$ cat config.mk
export PLATFORM = sky130hd
export DESIGN_NAME = lc3_control_unit
export DESIGN_NICKNAME = d
export VERILOG_FILES = /design/src/rtl/lc3_control_unit.sv
export SDC_FILE = /design/constraint.sdc
export NUM_CORES = 1
export LEC_CHECK = 0
export ABC_AREA = 1
export CAP_MARGIN = 5
export CORE_MARGIN = 2
export CORE_UTILIZATION = 48
export CTS_CLUSTER_DIAMETER = 30
export DETAILED_ROUTE_END_ITERATION = 8
export PLACE_DENSITY = 0.83
export SLEW_MARGIN = 30
export SYNTH_ARGS = -nofsm -noshare
export SYNTH_HDL_FRONTEND = slang
export SYNTH_SLANG_ARGS = --single-unit
$ cat constraint.sdc
create_clock -name Clk -period 4.32 [get_ports Clk]
set_input_delay 0.864 -clock Clk [delete_from_list [all_inputs] [get_ports Clk]]
set_output_delay 0.864 -clock Clk [all_outputs]
set_load 0.005 [all_outputs]
$ cat src/rtl/lc3_control_unit.sv
// eLC-3 control unit: Moore FSM that sequences fetch/decode/execute and drives
// every datapath load, bus gate, mux select and RAM strobe from registered outputs.
module lc3_control_unit #(
   parameter int MEM_WAIT = 2
) (
   input  logic       Clk,
   input  logic       Reset,
   input  logic       Run,
   input  logic       Continue,
   input  logic [3:0] IR_15_12,
   input  logic       IR_5,
   input  logic       IR_11,
   input  logic       BEN,
   output logic       LD_MAR,
   output logic       LD_MDR,
   output logic       LD_IR,
   output logic       LD_BEN,
   output logic       LD_REG,
   output logic       LD_CC,
   output logic       LD_PC,
   output logic       GatePC,
   output logic       GateMDR,
   output logic       GateALU,
   output logic       GateMARMUX,
   output logic       ADDR1MUX,
   output logic [1:0] ADDR2MUX,
   output logic [1:0] PCMUX,
   output logic [1:0] DRMUX,
   output logic [1:0] SR1MUX,
   output logic       SR2MUX,
   output logic       MARMUX,
   output logic [1:0] ALUK,
   output logic       MIO_EN,
   output logic       Mem_RE,
   output logic       Mem_WE,
   output logic       Halted
);

   localparam int WAIT_W = (MEM_WAIT > 1) ? $clog2(MEM_WAIT) : 1;

   localparam int B_LD_MAR = 27, B_LD_MDR = 26, B_LD_IR = 25, B_LD_BEN = 24;
   localparam int B_LD_REG = 23, B_LD_CC = 22, B_LD_PC = 21, B_G_PC = 20;
   localparam int B_G_MDR = 19, B_G_ALU = 18, B_G_MM = 17, B_A1 = 16;
   localparam int B_A2 = 14, B_PCM = 12, B_DRM = 10, B_SR1 = 8, B_SR2 = 7;
   localparam int B_MARM = 6, B_ALUK = 4, B_MIO = 3, B_RE = 2, B_WE = 1, B_HALT = 0;

   typedef enum logic [4:0] {
      S_HALTED, S_FETCH1, S_FETCH2, S_FETCH3, S_DECODE,
      S_ADD, S_AND, S_NOT, S_BR1, S_BR_TAKEN, S_JMP,
      S_JSR1, S_JSR2_OFF, S_JSR2_REG,
      S_LDR_ADDR, S_STR_ADDR, S_LD_ADDR, S_ST_ADDR,
      S_MEMRD, S_WB, S_ST_MDR, S_MEMWR, S_LEA, S_PAUSE1, S_PAUSE2
   } state_t;

   state_t              r_state;
   state_t              w_next;
   logic [WAIT_W-1:0]   r_wait;
   logic [WAIT_W-1:0]   w_wait_next;
   logic                r_cont_q;
   logic [27:0]         r_out;
   logic                w_mem_state;
   logic                w_wait_done;
   logic                w_cont_rise;

   // Output word for the state being entered; registering it keeps outputs glitch-free.
   function automatic logic [27:0] f_decode(input state_t s, input logic ir5);
      logic [27:0] o;
      o = '0;
      case (s)
         S_HALTED:   o[B_HALT] = 1'b1;
         S_FETCH1:   begin o[B_G_PC] = 1'b1; o[B_LD_MAR] = 1'b1; o[B_LD_PC] = 1'b1; end
         S_FETCH2,
         S_MEMRD:    begin o[B_RE] = 1'b1; o[B_MIO] = 1'b1; o[B_LD_MDR] = 1'b1; end
         S_FETCH3:   begin o[B_G_MDR] = 1'b1; o[B_LD_IR] = 1'b1; end
         S_DECODE:   o[B_LD_BEN] = 1'b1;
         S_ADD, S_AND, S_NOT: begin
            o[B_SR1 +: 2] = 2'd1;
            o[B_SR2]      = (s == S_NOT) ? 1'b0 : ir5;
            o[B_ALUK +: 2] = (s == S_ADD) ? 2'd0 : (s == S_AND) ? 2'd1 : 2'd2;
            o[B_G_ALU] = 1'b1; o[B_LD_REG] = 1'b1; o[B_LD_CC] = 1'b1;
         end
         S_BR_TAKEN: begin o[B_A2 +: 2] = 2'd2; o[B_PCM +: 2] = 2'd2; o[B_LD_PC] = 1'b1; end
         S_JMP, S_JSR2_REG: begin
            o[B_SR1 +: 2] = 2'd1; o[B_A1] = 1'b1;
            o[B_PCM +: 2] = 2'd2; o[B_LD_PC] = 1'b1;
         end
         S_JSR1:     begin o[B_G_PC] = 1'b1; o[B_DRM +: 2] = 2'd1; o[B_LD_REG] = 1'b1; end
         S_JSR2_OFF: begin o[B_A2 +: 2] = 2'd3; o[B_PCM +: 2] = 2'd2; o[B_LD_PC] = 1'b1; end
         S_LDR_ADDR, S_STR_ADDR: begin
            o[B_SR1 +: 2] = 2'd1; o[B_A1] = 1'b1; o[B_A2 +: 2] = 2'd1;
            o[B_MARM] = 1'b1; o[B_G_MM] = 1'b1; o[B_LD_MAR] = 1'b1;
         end
         S_LD_ADDR, S_ST_ADDR: begin
            o[B_A2 +: 2] = 2'd2; o[B_MARM] = 1'b1; o[B_G_MM] = 1'b1; o[B_LD_MAR] = 1'b1;
         end
         S_WB:       begin o[B_G_MDR] = 1'b1; o[B_LD_REG] = 1'b1; o[B_LD_CC] = 1'b1; end
         S_ST_MDR:   begin o[B_ALUK +: 2] = 2'd3; o[B_G_ALU] = 1'b1; o[B_LD_MDR] = 1'b1; end
         S_MEMWR:    o[B_WE] = 1'b1;
         S_LEA: begin
            o[B_A2 +: 2] = 2'd2; o[B_MARM] = 1'b1; o[B_G_MM] = 1'b1;
            o[B_LD_REG] = 1'b1; o[B_LD_CC] = 1'b1;
         end
         default: ;
      endcase
      return o;
   endfunction

   assign w_mem_state = (r_state == S_FETCH2) || (r_state == S_MEMRD) || (r_state == S_MEMWR);
   assign w_wait_done = (r_wait == WAIT_W'(MEM_WAIT - 1));
   assign w_cont_rise = Continue & ~r_cont_q;
   assign w_wait_next = (w_mem_state && !w_wait_done) ? r_wait + WAIT_W'(1) : '0;

   always_comb begin
      w_next = r_state;
      case (r_state)
         S_HALTED:  if (Run) w_next = S_FETCH1;
         S_FETCH1:  w_next = S_FETCH2;
         S_FETCH2:  if (w_wait_done) w_next = S_FETCH3;
         S_FETCH3:  w_next = S_DECODE;
         S_DECODE: begin
            case (IR_15_12)
               4'b0001: w_next = S_ADD;
               4'b0101: w_next = S_AND;
               4'b1001: w_next = S_NOT;
               4'b0000: w_next = S_BR1;
               4'b1100: w_next = S_JMP;
               4'b0100: w_next = S_JSR1;
               4'b0110: w_next = S_LDR_ADDR;
               4'b0111: w_next = S_STR_ADDR;
               4'b0010: w_next = S_LD_ADDR;
               4'b0011: w_next = S_ST_ADDR;
               4'b1110: w_next = S_LEA;
               4'b1101: w_next = S_PAUSE1;
               default: w_next = S_FETCH1;
            endcase
         end
         S_BR1:      w_next = BEN ? S_BR_TAKEN : S_FETCH1;
         S_JSR1:     w_next = IR_11 ? S_JSR2_OFF : S_JSR2_REG;
         S_LDR_ADDR, S_LD_ADDR: w_next = S_MEMRD;
         S_STR_ADDR, S_ST_ADDR: w_next = S_ST_MDR;
         S_MEMRD:    if (w_wait_done) w_next = S_WB;
         S_ST_MDR:   w_next = S_MEMWR;
         S_MEMWR:    if (w_wait_done) w_next = S_FETCH1;
         // Continue held high on entry must be released and re-pressed to resume.
         S_PAUSE1:   if (w_cont_rise) w_next = S_PAUSE2;
         S_PAUSE2:   if (!Continue) w_next = S_FETCH1;
         S_ADD, S_AND, S_NOT, S_BR_TAKEN, S_JMP, S_JSR2_OFF, S_JSR2_REG, S_WB, S_LEA:
                     w_next = S_FETCH1;
         default:    w_next = S_HALTED;
      endcase
   end

   always_ff @(posedge Clk or posedge Reset) begin
      if (Reset) begin
         r_state  <= S_HALTED;
         r_wait   <= '0;
         r_cont_q <= 1'b0;
         r_out    <= 28'd1 << B_HALT;
      end else begin
         r_state  <= w_next;
         r_wait   <= w_wait_next;
         r_cont_q <= Continue;
         r_out    <= f_decode(w_next, IR_5);
      end
   end

   assign LD_MAR     = r_out[B_LD_MAR];
   assign LD_MDR     = r_out[B_LD_MDR];
   assign LD_IR      = r_out[B_LD_IR];
   assign LD_BEN     = r_out[B_LD_BEN];
   assign LD_REG     = r_out[B_LD_REG];
   assign LD_CC      = r_out[B_LD_CC];
   assign LD_PC      = r_out[B_LD_PC];
   assign GatePC     = r_out[B_G_PC];
   assign GateMDR    = r_out[B_G_MDR];
   assign GateALU    = r_out[B_G_ALU];
   assign GateMARMUX = r_out[B_G_MM];
   assign ADDR1MUX   = r_out[B_A1];
   assign ADDR2MUX   = r_out[B_A2 +: 2];
   assign PCMUX      = r_out[B_PCM +: 2];
   assign DRMUX      = r_out[B_DRM +: 2];
   assign SR1MUX     = r_out[B_SR1 +: 2];
   assign SR2MUX     = r_out[B_SR2];
   assign MARMUX     = r_out[B_MARM];
   assign ALUK       = r_out[B_ALUK +: 2];
   assign MIO_EN     = r_out[B_MIO];
   assign Mem_RE     = r_out[B_RE];
   assign Mem_WE     = r_out[B_WE];
   assign Halted     = r_out[B_HALT];

endmodule

== Yosys cells after proc, flatten, opt, wreduce, memory -nomap -nowiden ==
Memories as Yosys holds them, arrays and structs flattened.
Index checks and enable logic that the tools add are counted.

* Register bits after elaboration: 35
* Memory bits (read-only): 80
* Input bits: 11
* Output and inout bits: 28
* Word-level logic and storage cells: 112
* Memories: 1

* Add/sub/neg operators: 1
* Eq/ne operators: 45
* Mux-type cells: 34
* Bitwise gates (word level): 2
* Reduce and logical (&&, ||, !) cells: 25

{| class="wikitable"
|+ Memories
! memory !! words !! bits a word !! rd ports !! clocked after memory_dff !! wr ports !! line !! source
|-
| (name not given) || 16 || 5 || 1 || 0 || 0 || 121 || <nowiki>case (IR_15_12)</nowiki>
|}

{| class="wikitable"
|+ Operator list
! cell !! count
|-
| 5-bit equality test, second input constant || 16
|-
| 5-bit by 4-bit equality test with 1-bit output, second input constant || 15
|-
| 5-bit case mux with 15 select lines || 1
|-
| 5-bit by 3-bit equality test with 1-bit output, second input constant || 8
|-
| 5-bit 2-to-1 mux || 6
|-
| 5-bit by 2-bit equality test with 1-bit output, second input constant || 4
|-
| 1-bit 2-to-1 mux || 20
|-
| 5-bit OR reduction || 4
|-
| 4-bit OR reduction || 4
|-
| 2-bit OR reduction || 6
|-
| 5-bit by 1-bit equality test with 1-bit output, second input constant || 2
|-
| 5-bit zero test || 2
|-
| 9-bit OR reduction || 1
|-
| 2-bit 2-to-1 mux || 4
|-
| 7-bit OR reduction || 1
|-
| 2-bit case mux with 3 select lines || 1
|-
| 3-bit OR reduction || 2
|-
| 6-bit OR reduction || 1
|-
| 4-bit 2-to-1 mux || 1
|-
| 2-bit case mux with 2 select lines || 1
|-
| 1-bit logical OR || 2
|-
| 1-bit adder, second input constant || 1
|-
| 1-bit bitwise AND || 1
|-
| 1-bit logical AND || 1
|-
| other kinds (2) || 2
|}

== Longest topological paths before layout ==
Gate-level depths: netlist of run 1.

* Word-level depth: 8
* Depth in mapped cells: 13
* Mapped depth without buffers: 13

== Worst setup path before layout of run 1 ==
Ideal clock, no wire load.

* Path type: input-to-reg
* From: in IR_15_12[0]
* To: reg r_out[27]
* Library setup time: 67 ps
* Arrival: 2106 ps
* Data required time: 4253 ps
* Path slack: 2146 ps
* Cell stages on the path: 12
* Buffers on the path: 0
* Path through: inv_1 > ha_1 > nand2_1 > nor2_1 > o21ai_0 > nand2_1 > nor2_1 > nand2_2 > inv_2 > nand4_2 > and2_1 > nand2_1

* Cells in the longest elaborated chain, start to end: 5
* Elaborated cells on any way between the ends: 9
* Classes of those cells: 5 x eq/ne; 2 x mux; 1 x reduce/logical; 1 x memory

{| class="wikitable"
|+ Ends and longest elaborated chain
! item !! line !! source
|-
| start: declaration || 10 || <nowiki>input logic [3:0] IR_15_12,</nowiki>
|-
| memory 16 x 5 bit * || n/a ||
|-
| 5-bit case mux with 15 select lines * || 115 || <nowiki>case (r_state)</nowiki>
|-
| named net w_next[4] || 56 || <nowiki>state_t w_next;</nowiki>
|-
| 5-bit equality test, or another cell as far along || 69 || <nowiki>case (s)</nowiki>
|-
| 5-bit OR reduction (no source line) * || n/a ||
|-
| 1-bit 2-to-1 mux * || 69 ||
|-
| end signal: assignment || 158 || <nowiki>r_out <= 28'd1 << B_HALT;</nowiki>
|-
| end signal: assignment || 163 || <nowiki>r_out <= f_decode(w_next, IR_5);</nowiki>
|-
| end: declaration || 60 || <nowiki>logic [27:0] r_out;</nowiki>
|}

The timed path passes the listed nets; every way through them passes the cells marked *.

== Worst setup path after layout of run 1 ==
Same ends and word-level chain as after synthesis.

==> impl_metrics.yaml, run 1 <==
layout:
  area_growth_pct: 25.9
  final_common_cell: "nand2_1"
  mostFrequentLayoutCells: "51 x nand2_1, 35 x clkdlybuf4s50_1, 29 x dfrtp_1, 28 x nand3_1, 28 x nor2_1"
  fin_area_mm2: 0.00210
  drive_gt1_frac: 0.126
  diodes: 0
  nets: 273
setup_path:
  crit_required_ps: 4590
  cp-startpoint: "IR_15_12[0]"
  arrival_ps: 2860
  criticalPathCategory: "input port to register"
  crit_path_max_incr_delay_ps: 520
  end_kind: "register"
  path_cells: "clkdlybuf4s50_1, inv_1, ha_1, nand2_1, nor2_1, o21ai_0, nand2_1, nor2_1, nand2_2, inv_2, nand4_2, and2_1, nand2_1"
  critPathMostFrequentCell: "nand2_1"
  critPathLaunchType: "input port"
  crit_fanout: 8
  crit_slowest_cell: "clkdlybuf4s50_1"
  worstReg2RegStart: "r_state[4]"
floorplanning:
  core_mm2: 0.00334
  die_y_um: 63.0
  io_pins: 39
  initial_core_util: 0.500
  dieArea_mm2: 0.00397
  std_cell_rows: 21
  dieWidth_um: 63.0
synth:
  synth_top_family_by_area: "simple AND/OR/NAND/NOR gates"
  yosys.area_share.simple: 0.396
  yosysTopAreaCellShare: 0.435
  mappedNetlistArea_mm2: 0.00167
  syn_avg_cell_area_um2: 7.52
  synth_fa_ha_area_frac: 0.0150
  synth-compound-area-share: 0.0390
  yosysUniqueCellTypes: 23
  netlist_top_cells_area: "dfrtp_1 43%, nand2_1 11%, nand3_1 8.4%"
  synthesis.instances: 222
  synthMuxAreaShare: 0
  ys_seq_area_frac: 0.451
  yosys.area_share.xor_xnor: 0
  yosysTopAreaCell: "dfrtp_1"
  yosys_warnings: 0
  ys_ff_latch: 30
timing:
  setup_tns_ps: 0
  fin_crit_ps: 2590
  slew_headroom: 0.603
  finalHoldViolCount: 0
  worstMarginPinSlew_ps: 594
  max_freq_mhz: 386
  final.period_utilization: 0.600
  final_max_slew_viol_count: 0
  rsz0062_at_grt: "no"
  setup_viol: 0
  fin_skew_ps: 13.6
min_path:
  min_from: "r_wait"
  hold_class: "register to register"
run:
  max-cap-violations: 0
run_status:
  outcome: "complete, no violations"
clocking:
  cts_buffers: 5
  h-tree-depth: 2
  clock_latency_ps: 330
  cts_hold_buf: 0
  cts_tree: "done"
  cts_root_buf: "clkbuf_4"
  cts_resized: 0
  clockBufferDepth: 2
  post-cts-setup-buffer-count: 0
  clkSinkCount: 30
  clk_pin_slew_ps: 90
grt:
  grt.total_usage: 0.204
  grtUsageMet1: 0.252
  use_met2: 0.339
  grt_max_degree: 31
  grt_overflow: 0
  grt_first_pass_wirelength_um: 6250
  met3_usage: 0.0631
  grt_pass1_vias: 1441
  antenna_found_initial: 0
  grt_busiest_layer: "met2"
drt:
  vias_per_cell: 5.14
  wl_per_cell_um: 11.8
  drt_first_iter_violations: 72
  drtAntennaViolNets: 0
  routed_wl_um: 3630
  post-route-drc-count: 0
  first_pass_iters: 4
  vias: 1579
power_and_ir_drop:
  power_density_mw_per_mm2: 575
  leakage_uw: 0.00115
  ir_drop_mv: 0.249
placement:
  hpwl_um: 2840
  dpl-instance-area_mm2: 0.00204
  port_buffers: 35
  gp_congestion: 0.897
==> path summary, 6_finish.rpt <==
check / end / slack (ps) / cells past startpoint
min in group asynchronous: r_out[24] / 910 / 2
max in group asynchronous: r_out[5] / 3000 / 2
min reg2reg: r_wait / 470 / 1
min: r_wait / 470 / 1
max: r_out[27] / 1730 / 13
max reg2reg: r_out[23] / 2320 / 9
==> cells in the mapped netlist (all sizes together) <==
cell and n:
nor3 5, nand3 31, a21oi 2, nand2 56, conb 1, inv 32, dfrtp 29, nand4 7
nor2 38, o21ai 11, dfstp 1, buf 6, and2 1, ha 2
==> metal layers <==
layer,up-vias,share of wire
met2,68,0.50
met5,-,0
met4,0,0.017
met3,7,0.064
li1,778,-
met1,726,0.42
==> critical path, delay by kind of cell <==
kind | cells | cell delay (ps)
fa+ha+maj | 1 | 290
simple gates | 8 | 830
buf+inv | 3 | 720
compound gates | 1 | 150
==> through the flow <==
| stage | setup slack [ps] | hold slack (ps) | cells | total power [µW] | util |
|---|---|---|---|---|---|
| after floorplan | 2150 | 427 | 224 | 816 | - |
| after global placement | 1440 | 464 | 299 | 1020 | 0.612 |
| after detailed placement | 1400 | 466 | 299 | 1040 | 0.612 |
| after CTS | 1740 | 478 | 307 | 1210 | 0.630 |
| after global routing | 1590 | 516 | 307 | 1310 | 0.630 |
| final | 1730 | 473 | 307 | 1210 | 0.630 |
==> power by group <==
| part | internal (µW) | switching [µW] |
|---|---|---|
| logic | 233 | 389 |
| clock network | 80.2 | 91.6 |
| registers | 362 | 52.4 |
==> registers in the layout, indices dropped and copies added (netlist names) <==
name / cells
r_out: 23
r_state: 5
r_cont_q: 1
r_wait: 1
==> layout make-up <==
type / count / area, µm²
Timing Repair Buffer: 35 / 350
Multi-Input combinational cell: 156 / 762
Tap cell: 46 / 57.6
Sequential cell: 30 / 752
Inverter: 32 / 120
Fill cell: 314 / 1240
Clock buffer: 8 / 58.8
==> cells by family after synthesis <==
family                     count (synthesis)
AOI/OAI and AO/OA                         13
adders and majority gates                  2
buffers and inverters                     38
DFF                                       30
other                                      1
and+or+nand+nor                          138
(Power assumes the default switching activity.)
==> run 2, diff against run 1 <==
==> constraint.sdc (replaced) <==
create_clock -name Clk -period 2.4 [get_ports Clk]
set_input_delay 0.48 -clock Clk [delete_from_list [all_inputs] [get_ports Clk]]
set_output_delay 0.48 -clock Clk [all_outputs]
set_load 0.005 [all_outputs]
==> run 2 against run 1 <==
Against the previous run:
- cell area rose by 3.3%
- combinational power grew 95%
- register-to-register slack worse by 2000 ps
- hold slack worse by 15 ps
- critical path depth down 2
- utilization rose by 2.1 points
- clock power increased by 81%
==> impl_metrics.yaml, run 2 (synthesis gave the netlist of run 1 again) <==
grt:
  grt_overflow: 0
  grt_first_pass_wirelength_um: 6420
  grt_pass1_vias: 1479
  grt_max_degree: 31
  antenna_found_initial: 0
  grt.total_usage: 0.209
drt:
  drtAntennaViolNets: 0
  first_pass_iters: 4
  post-route-drc-count: 0
  drt_first_iter_violations: 54
  routed_wl_um: 3840
  wl_per_cell_um: 12.2
  vias: 1629
  vias_per_cell: 5.16
power_and_ir_drop:
  power_density_mw_per_mm2: 1040
  p_int_uw: 1270
  p_clk_frac: 0.137
  ir_drop_mv: 0.560
  seq_power_share: 0.329
  combPwrFrac: 0.533
  power.switching_uw: 994
  leakage_uw: 0.00120
  swShare: 0.439
placement:
  gp_congestion: 0.908
  port_buffers: 35
  hpwl_um: 3000
  placed_cells: 308
  pre_cts_slack_ps: -54.7
  dpl-instance-area_mm2: 0.00211
timing:
  finalHoldViolCount: 0
  fin_crit_ps: 2130
  max_freq_mhz: 469
  rsz0062_at_grt: "no"
  setup_viol: 0
  final.period_utilization: 0.889
  fin_skew_ps: 11.5
  final_max_slew_viol_count: 0
  setup_tns_ps: 0
  setup_ws_ps: 267
clocking:
  h-tree-depth: 2
  cts_root_buf: "clkbuf_4"
  cts_buffers: 5
  clkSinkCount: 30
  post-cts-setup-buffer-count: 0
  clockBufferDepth: 2
  clk_pin_slew_ps: 90
  cts_tree: "done"
  cts_hold_buf: 0
  clock_latency_ps: 330
  cts_resized: 0
setup_path:
  crit_required_ps: 2670
  crit_slowest_cell: "clkdlybuf4s50_1"
  arrival_ps: 2400
  critPathLaunchType: "input port"
  crit_path_max_incr_delay_ps: 470
  critPathMostFrequentCell: "nand3_1"
  end_kind: "register"
  rrSetupSlack_ps: 360
  criticalPathCategory: "input port to register"
  path_cells: "clkdlybuf4s50_1, inv_1, ha_1, nand2_1, nand3_1, nand3_1, nand3_4, nor2_2, nand3_1, and2_1, nand2_1"
  crit_fanout: 6
layout:
  area_growth_pct: 30.0
  largest_register: "r_out"
  largest_reg_flops: 23
  fin_area_mm2: 0.00217
  finalNonFillerCells: 316
  diodes: 0
  drive_gt1_frac: 0.156
  mostFrequentLayoutCells: "51 x nand2_1, 35 x clkdlybuf4s50_1, 29 x dfrtp_1, 28 x nand3_1, 28 x nor2_1"
  final_common_cell: "nand2_1"
  largestRegisters: "r_out (23), r_state (5)"
  fillCellCount: 313
  nets: 282
run_status:
  outcome: "complete, no violations"
floorplanning:
  core_mm2: 0.00334
  io_pins: 39
  std_cell_rows: 21
  dieWidth_um: 63.0
  die_y_um: 63.0
  dieArea_mm2: 0.00397
  initial_core_util: 0.500
min_path:
  hold_class: "register to register"
run:
  max-cap-violations: 0
## run 2: cell types whose count changed in the layout (fill, tap and decap cells not counted)
cell and change:
clkbuf_1 -1, buf_4 +9, inv_2 -1, clkinv_2 +1
inv_1 +1
## run 2: final timing paths
kind                        startpoint   endpoint  depth (start not counted)
max                        IR_15_12[0]  r_out[27]                         11
max reg2reg                 r_state[4]  r_out[27]                          9
min reg2reg                     r_wait     r_wait                          1
max in group asynchronous        Reset   r_out[0]                          3
min in group asynchronous        Reset   r_cont_q                          3
min                             r_wait     r_wait                          1
## run 2: metrics by stage
step	power, µW	utilization	hold WS, ps
2_1_floorplan	1470	-	427
3_3_place_gp	1910	0.632	449
3_5_place_dp	1950	0.632	449
4_1_cts	2250	0.650	462
5_1_grt	2440	0.650	486
6_report	2260	0.650	458
## run 2: power by group through the flow
stage | sequential, µW | clock (µW) | combinational [µW]
6_report | 746 | 311 | 1210
3_3_place_gp | 753 | 0 | 1160
4_1_cts | 746 | 313 | 1200
2_1_floorplan | 742 | 0 | 727
5_1_grt | 761 | 342 | 1340
3_5_place_dp | 756 | 0 | 1190
## run 2: cell type report
type,instances,area [µm²],area share
multi-input combinational,156,762,0.351
inverter,32,120,0.0554
clock buffer,7,55.1,0.0254
timing repair buffer,44,418,0.193
tap,46,57.6,0.0265
sequential,30,752,0.347
clock inverter,1,5.00,0.00231
## run 2: critical path: cells and delay by family
family | cells | cell delay, ps
AND/OR/NAND/NOR | 8 | 1110
adder cells (fa/ha/maj) | 1 | 280
buffers and inverters | 2 | 520
## run 2: metal layers
metal | part of all wire | vias up | track usage
li1 | - | 789 | -
met1 | 0.42 | 767 | 0.261
met2 | 0.50 | 65 | 0.354
met3 | 0.067 | 8 | 0.0523
met4 | 0.014 | 0 | 0.0639
met5 | 0 | - | 0
==> run 3, diff against run 2 <==
--- a/config.mk
+++ b/config.mk
@@ -6,7 +6,7 @@
 export NUM_CORES = 1
 export LEC_CHECK = 0
 export ABC_AREA = 1
-export CAP_MARGIN = 5
+export CAP_MARGIN = 20
 export CORE_MARGIN = 2
 export CORE_UTILIZATION = 48
 export CTS_CLUSTER_DIAMETER = 30
==> results of run 3 <==
Same layout as run 2: the final DEF is identical, and so are final timing and power.
